**config.mk**
```make
export PLATFORM = sky130hd
export DESIGN_NAME = adder_share_arbiter
export DESIGN_NICKNAME = d
export VERILOG_FILES = /design/src/rtl/adder_share_arbiter.sv
export SDC_FILE = /design/constraint.sdc
export NUM_CORES = 1
export LEC_CHECK = 0
export CAP_MARGIN = 10
export CORE_ASPECT_RATIO = 0.75
export CORE_MARGIN = 8
export CORE_UTILIZATION = 40
export CTS_BUF_LIST = sky130_fd_sc_hd__clkbuf_8
export DETAILED_ROUTE_END_ITERATION = 10
export PLACE_DENSITY_LB_ADDON = 0.3
export SYNTH_ARGS = -nofsm -noshare
export SYNTH_HDL_FRONTEND = slang
export SYNTH_SLANG_ARGS = --single-unit
```
**constraint.sdc**
```tcl
create_clock -name clk -period 13.2 [get_ports clk]
set_input_delay 1.98 -clock clk [delete_from_list [all_inputs] [get_ports clk]]
set_output_delay 1.98 -clock clk [all_outputs]
set_load 0.02 [all_outputs]
```
**src/rtl/adder_share_arbiter.sv**
```systemverilog
// Round-robin arbiter sharing one adder between NUM_REQ valid/ready requesters.
// The winner's {cout,sum} is captured in a single-entry response buffer tagged with its ID.
module adder_share_arbiter #(
  parameter int NUM_REQ = 4,
  parameter int WIDTH   = 16,
  parameter int ID_W    = 2
) (
  input  logic                     clk,
  input  logic                     rst_n,
  input  logic [NUM_REQ-1:0]       req_valid,
  output logic [NUM_REQ-1:0]       req_ready,
  input  logic [NUM_REQ*WIDTH-1:0] req_a,
  input  logic [NUM_REQ*WIDTH-1:0] req_b,
  input  logic [NUM_REQ-1:0]       req_cin,
  output logic                     rsp_valid,
  input  logic                     rsp_ready,
  output logic [ID_W-1:0]          rsp_id,
  output logic [WIDTH-1:0]         rsp_sum,
  output logic                     rsp_cout
);

  localparam int unsigned NUM_U = NUM_REQ;

  typedef enum logic {
    S_EMPTY = 1'b0,
    S_FULL  = 1'b1
  } state_e;

  state_e           r_state;
  state_e           w_state_nxt;
  logic [ID_W-1:0]  r_ptr;
  logic [ID_W-1:0]  r_id;
  logic [WIDTH-1:0] r_sum;
  logic             r_cout;

  logic             w_can_accept;
  logic             w_found;
  logic             w_xfer;
  logic [ID_W-1:0]  w_gnt_idx;
  logic [WIDTH-1:0] w_a;
  logic [WIDTH-1:0] w_b;
  logic             w_cin;
  logic [WIDTH:0]   w_result;

  // (base + off) mod NUM_REQ; base < NUM_REQ and off <= NUM_REQ, so one subtract suffices.
  function automatic logic [ID_W-1:0] wrap_idx(input logic [ID_W-1:0] base,
                                               input int unsigned     off);
    int unsigned s;
    s = 32'(base) + off;
    if (s >= NUM_U) s = s - NUM_U;
    return s[ID_W-1:0];
  endfunction

  assign w_can_accept = (r_state == S_EMPTY) || rsp_ready;
  assign w_xfer       = w_found;

  // NOTE: every always_comb output gets a default first so no path leaves it unassigned (no latch).
  always_comb begin
    w_found   = 1'b0;
    w_gnt_idx = '0;
    if (w_can_accept) begin
      for (int unsigned k = 0; k < NUM_U; k++) begin
        if (!w_found && req_valid[wrap_idx(r_ptr, k)]) begin
          w_found   = 1'b1;
          w_gnt_idx = wrap_idx(r_ptr, k);
        end
      end
    end
  end

  // Operand mux feeding the single shared adder.
  always_comb begin
    w_a   = '0;
    w_b   = '0;
    w_cin = 1'b0;
    for (int i = 0; i < NUM_REQ; i++) begin
      if (w_gnt_idx == ID_W'(i)) begin
        w_a   = req_a[i*WIDTH +: WIDTH];
        w_b   = req_b[i*WIDTH +: WIDTH];
        w_cin = req_cin[i];
      end
    end
  end

  assign w_result = {1'b0, w_a} + {1'b0, w_b} + {{WIDTH{1'b0}}, w_cin};

  // NOTE: sequential state uses non-blocking assignments so all flops sample pre-edge values.
  always_ff @(posedge clk or negedge rst_n) begin
    if (!rst_n) r_state <= S_EMPTY;
    else        r_state <= w_state_nxt;
  end

  always_comb begin
    w_state_nxt = r_state;
    case (r_state)
      S_EMPTY: if (w_xfer) w_state_nxt = S_FULL;
      S_FULL: begin
        if (w_xfer)         w_state_nxt = S_FULL;
        else if (rsp_ready) w_state_nxt = S_EMPTY;
      end
      default: w_state_nxt = S_EMPTY;
    endcase
  end

  // NOTE: payload registers are reset too, because the reset value of rsp_* is observable.
  always_ff @(posedge clk or negedge rst_n) begin
    if (!rst_n) begin
      r_ptr  <= '0;
      r_id   <= '0;
      r_sum  <= '0;
      r_cout <= 1'b0;
    end else if (w_xfer) begin
      r_sum  <= w_result[WIDTH-1:0];
      r_cout <= w_result[WIDTH];
      r_id   <= w_gnt_idx;
      r_ptr  <= wrap_idx(w_gnt_idx, 1);
    end
  end

  // req_ready is gated by rst_n so it drops immediately, not at the next edge.
  always_comb begin
    req_ready = '0;
    if (rst_n && w_found) req_ready[w_gnt_idx] = 1'b1;
    rsp_valid = (r_state == S_FULL);
    rsp_id    = r_id;
    rsp_sum   = r_sum;
    rsp_cout  = r_cout;
  end

endmodule

```
==> flow_summary.html <==
<table>
<tr><th>Metric</th><th>Value</th></tr>
<tr><th colspan="2">Logic synthesis</th></tr>
<tr><td>EDFF count, synth</td><td>0</td></tr>
<tr><td>Most area-hungry cell type in the Yosys netlist</td><td>dfrtp_1</td></tr>
<tr><td>Cell Area, Synth</td><td>2840 µm²</td></tr>
<tr><td>Portion of the post-synthesis area used by sequential elements</td><td>19.4%</td></tr>
<tr><td>Synth Flop Type</td><td>dfrtp_1</td></tr>
<tr><td>Unique masters post-synth</td><td>46</td></tr>
<tr><td>Gate Count Post-Synth</td><td>435</td></tr>
<tr><td>Proportion of netlist area held by the largest area contributor</td><td>19.4%</td></tr>
<tr><td>#FFs+latches synth</td><td>22</td></tr>
<tr><td>Asr flop ratio synth</td><td>100%</td></tr>
<tr><td>Mean instance size in the synthesized netlist</td><td>6.53 µm²</td></tr>
<tr><td>Synth top area cells</td><td>dfrtp_1, a21oi_1, nor2_1</td></tr>
<tr><td>Number of warnings printed during yosys synthesis</td><td>0</td></tr>
<tr><td>Syn Nets</td><td>595</td></tr>
<tr><th colspan="2">Floorplan</th></tr>
<tr><td>Top-level I/O count</td><td>163</td></tr>
<tr><td>Vertical extent of the die</td><td>89.0 µm</td></tr>
<tr><td>Cell Rows</td><td>26</td></tr>
<tr><td>Starting density of the core</td><td>41.6%</td></tr>
<tr><td>Placeable core region</td><td>6830 µm²</td></tr>
<tr><td>Die Area</td><td>10100 µm²</td></tr>
<tr><td>Chip width</td><td>113 µm</td></tr>
<tr><th colspan="2">Worst hold path</th></tr>
<tr><td>Hold EP</td><td>rsp_sum[11]$_DFFE_PN0P_</td></tr>
<tr><td>Worst hold stages</td><td>2</td></tr>
<tr><td>Classification of the worst-slack hold path</td><td>reg2reg</td></tr>
<tr><td>Startpoint of the worst hold path</td><td>rsp_sum[11]$_DFFE_PN0P_</td></tr>
<tr><th colspan="2">Setup path</th></tr>
<tr><td>R2R Path End</td><td>rsp_sum[12]$_DFFE_PN0P_</td></tr>
<tr><td>Type of element launching the critical path</td><td>input pin</td></tr>
<tr><td>Required time of the critical path</td><td>11.22 ns</td></tr>
<tr><td>Critical Path Fanout Max</td><td>49</td></tr>
<tr><td>Data arrival time of the worst path</td><td>5.12 ns</td></tr>
<tr><td>R2R setup slack</td><td>7.98 ns</td></tr>
<tr><td>R2R cell count</td><td>21</td></tr>
<tr><td>Kind of critical path</td><td>in2out</td></tr>
<tr><td>Endpoint type of the worst setup path</td><td>output port</td></tr>
<tr><td>Beginning of the critical path</td><td>req_valid[0]</td></tr>
<tr><td>Startpoint of the most critical register-to-register path</td><td>r_ptr[1]$_DFFE_PN0P_</td></tr>
<tr><th colspan="2">Placement</th></tr>
<tr><td>Routability congestion estimate from global placement</td><td>0.841</td></tr>
<tr><td>Area after detailed placement</td><td>4480 µm²</td></tr>
<tr><td>Half-perimeter wire length after placement</td><td>9.02 mm</td></tr>
<tr><td>Setup Slack @ Placement</td><td>5.56 ns</td></tr>
<tr><td>Placed insts</td><td>655</td></tr>
<tr><td>IO buf count</td><td>162</td></tr>
<tr><th colspan="2">Route</th></tr>
<tr><td>Count of antenna-violating nets left after detailed routing</td><td>0</td></tr>
<tr><td>Routed len/inst</td><td>16.7 µm</td></tr>
<tr><td>Vias per std cell</td><td>5.53</td></tr>
<tr><td>Routed wire length</td><td>11.0 mm</td></tr>
<tr><td>Starting DRT DRC Count</td><td>183</td></tr>
<tr><td>Residual DRC count</td><td>0</td></tr>
<tr><td>Number of detailed-route iterations in the first pass</td><td>5</td></tr>
<tr><td>DR vias</td><td>3653</td></tr>
<tr><th colspan="2">Pwr</th></tr>
<tr><td>Combinational share of power</td><td>71.7%</td></tr>
<tr><td>Part of the power in the clock network</td><td>10.3%</td></tr>
<tr><td>Net Sw Power</td><td>290 µW</td></tr>
<tr><td>Power density over the cells</td><td>138 nW/µm²</td></tr>
<tr><td>Static Leak</td><td>1.90 nW</td></tr>
<tr><td>Worst voltage drop across the vdd grid</td><td>78.8 µV</td></tr>
<tr><td>Internal power summed over all cells</td><td>342 µW</td></tr>
<tr><td>Pwr Total</td><td>632 µW</td></tr>
<tr><td>Net switching fraction of the power</td><td>45.9%</td></tr>
<tr><td>Share of total power in sequential cells</td><td>18.0%</td></tr>
<tr><th colspan="2">STA</th></tr>
<tr><td>Setup repair after global routing missed its margin</td><td>false</td></tr>
<tr><td>Minimum setup slack in the final design</td><td>6.10 ns</td></tr>
<tr><td>Worst slew margin relative to its limit</td><td>41.5%</td></tr>
<tr><td>Fmax</td><td>0.141 GHz</td></tr>
<tr><td>Worst Hold Slack</td><td>0.484 ns</td></tr>
<tr><td>Final count of negative-setup-slack endpoints</td><td>0</td></tr>
<tr><td>Post-route clock skew</td><td>0.00605 ns</td></tr>
<tr><td>Setup Total Neg Slack</td><td>0 ns</td></tr>
<tr><td>Number of max-slew violations in the final report</td><td>0</td></tr>
<tr><td>Final critical delay including setup and external delays</td><td>7.10 ns</td></tr>
<tr><td>Final period utilization</td><td>53.8%</td></tr>
<tr><td>Slew at the pin closest to its max-slew limit</td><td>0.856 ns</td></tr>
<tr><td>Hold violation total from the final report</td><td>0</td></tr>
<tr><th colspan="2">Clocking</th></tr>
<tr><td>Inserted Clock Buffers</td><td>3</td></tr>
<tr><td>Number of H-tree branching levels</td><td>1</td></tr>
<tr><td>Sink count of the clock tree</td><td>22</td></tr>
<tr><td>Count of buffers added by post-CTS timing repair for setup</td><td>0</td></tr>
<tr><td>Clock input transition at the sequential cells of the worst setup and hold paths</td><td>0.09 ns</td></tr>
<tr><td>Total of hold buffers inserted after clock tree synthesis</td><td>0</td></tr>
<tr><td>Clock tree from TritonCTS</td><td>yes</td></tr>
<tr><td>Clock tree root buffer cell</td><td>clkbuf_8</td></tr>
<tr><td>Number of gates resized after CTS</td><td>0</td></tr>
<tr><td>Maximum buffer depth of the clock tree</td><td>2</td></tr>
<tr><td>Insertion delay of the later-clocked pin in the worst-skew pair</td><td>0.27 ns</td></tr>
<tr><th colspan="2">Final layout</th></tr>
<tr><td>Count of antenna diodes in the layout</td><td>0</td></tr>
<tr><td>Final cell utilization of the core</td><td>66.8%</td></tr>
<tr><td>Layout overhead on the synthesized area</td><td>60.9%</td></tr>
<tr><td>Count of non-filler cells in the finished layout</td><td>661</td></tr>
<tr><td>Fraction of final layout cells sized beyond drive strength 1</td><td>3.12%</td></tr>
<tr><td>Number of nets at the end of the flow</td><td>738</td></tr>
<tr><td>Finished Cell Area</td><td>4570 µm²</td></tr>
<tr><th colspan="2">Global route</th></tr>
<tr><td>Vias in the first global route</td><td>3790</td></tr>
<tr><td>Global-route usage over all layers</td><td>21.8%</td></tr>
<tr><td>Global route overflow</td><td>0</td></tr>
<tr><td>Wire length of the first global-routing pass</td><td>17.9 mm</td></tr>
<tr><td>Antenna violations before repair</td><td>0</td></tr>
<tr><td>Pin count of the biggest net entering global routing</td><td>70</td></tr>
<tr><th colspan="2">Run</th></tr>
<tr><td>Number of max-cap violations</td><td>0</td></tr>
<tr><th colspan="2">Run status</th></tr>
<tr><td>Run status</td><td>finished, final reports clean</td></tr>
</table>
[routing by layer]
layer	up-vias	wire [µm]	share of wire, %	track usage, %
li1	1839	-	-	-
met1	1646	4310	39	22.4
met2	148	5630	51	42.2
met3	20	852	7.7	6.41
met4	0	221	2.0	6.87
met5	-	0	0	0
[power groups by stage]
stage	clock, mW	sequential [mW]	combinational [mW]
detailed placement	0	0.114	0.448
global route	0.0686	0.118	0.504
global placement	0	0.114	0.437
floorplan	0	0.145	0.252
CTS	0.0659	0.114	0.452
finish	0.0650	0.114	0.453
[Yosys cell counts, drive strengths merged (2+ instances only)]
master,instances
o21bai,2
inv,6
a21o,12
o21ai,49
nand3,5
buf,11
or4,2
a22oi,19
a21oi,64
nor2b,5
fa,2
xor2,5
o21a,5
nand4,3
ha,19
o31ai,3
xnor2,2
dfrtp,22
clkbuf,20
nor3,3
nor2,71
a211oi,7
o41ai,3
o31a,2
nand4b,2
and3,6
nand3b,2
nand2b,4
nand2,68
[cell families after synthesis]
| group | share of synthesized area, % |
|---|---|
| AO/OA/AOI/OAI | 37.2 |
| AND/OR/NAND/NOR | 25.9 |
| buffers and inverters | 5.20 |
| flip-flops | 19.4 |
| adder cells (fa/ha/maj) | 9.78 |
| XOR/XNOR | 2.16 |
| multiplexers | 0.353 |
[critical path, stage by stage]
cell,delay (ns)
clkdlybuf4s50_1,0.50
nand2_1,0.12
a21oi_1,0.07
a2111oi_0,0.77
clkbuf_2,0.28
ha_1,0.15
buf_4,0.38
and3_1,0.24
clkdlybuf4s50_1,0.62
[placed cells by master (no fill, tap or decap), drive strengths merged, types with 4 or more instances in the layout]
cell type	instances
clkdlybuf4s50	162
nor2	71
nand2	68
a21oi	64
o21ai	49
dfrtp	22
a22oi	19
ha	19
a21o	12
a211oi	7
inv	6
and3	6
buf	6
nor2b	5
xor2	5
nand3	5
o21a	5
nand2b	4
clkbuf	4
[sequential cells by signal, indices dropped and copies added, names as in the netlist]
name,cells
rsp_sum,16
r_ptr,2
rsp_id,2
rsp_cout,1
rsp_valid,1
[worst max-delay path by stage]
| stage | to | slack [ns] | cells past startpoint |
|---|---|---|---|
| final | req_ready[1] | 6.10 | 9 |
| after global routing | rsp_sum[10]$_DFFE_PN0P_ | 5.80 | 24 |
| after CTS | rsp_sum[10]$_DFFE_PN0P_ | 5.82 | 23 |
| after detailed placement | rsp_sum[10]$_DFFE_PN0P_ | 5.56 | 23 |
| after global placement | rsp_sum[10]$_DFFE_PN0P_ | 5.81 | 22 |
| after floorplan | req_ready[1] | 7.19 | 7 |
[final cells by class]
cell class	count	area, µm²
fill	601	2260
multi-input combinational	376	2150
timing repair buffer	169	1670
sequential	22	551
tap	84	105
clock buffer	3	41.3
clock inverter	1	30.0
inverter	6	22.5
Note: power is estimated with default switching activity, not from simulation.
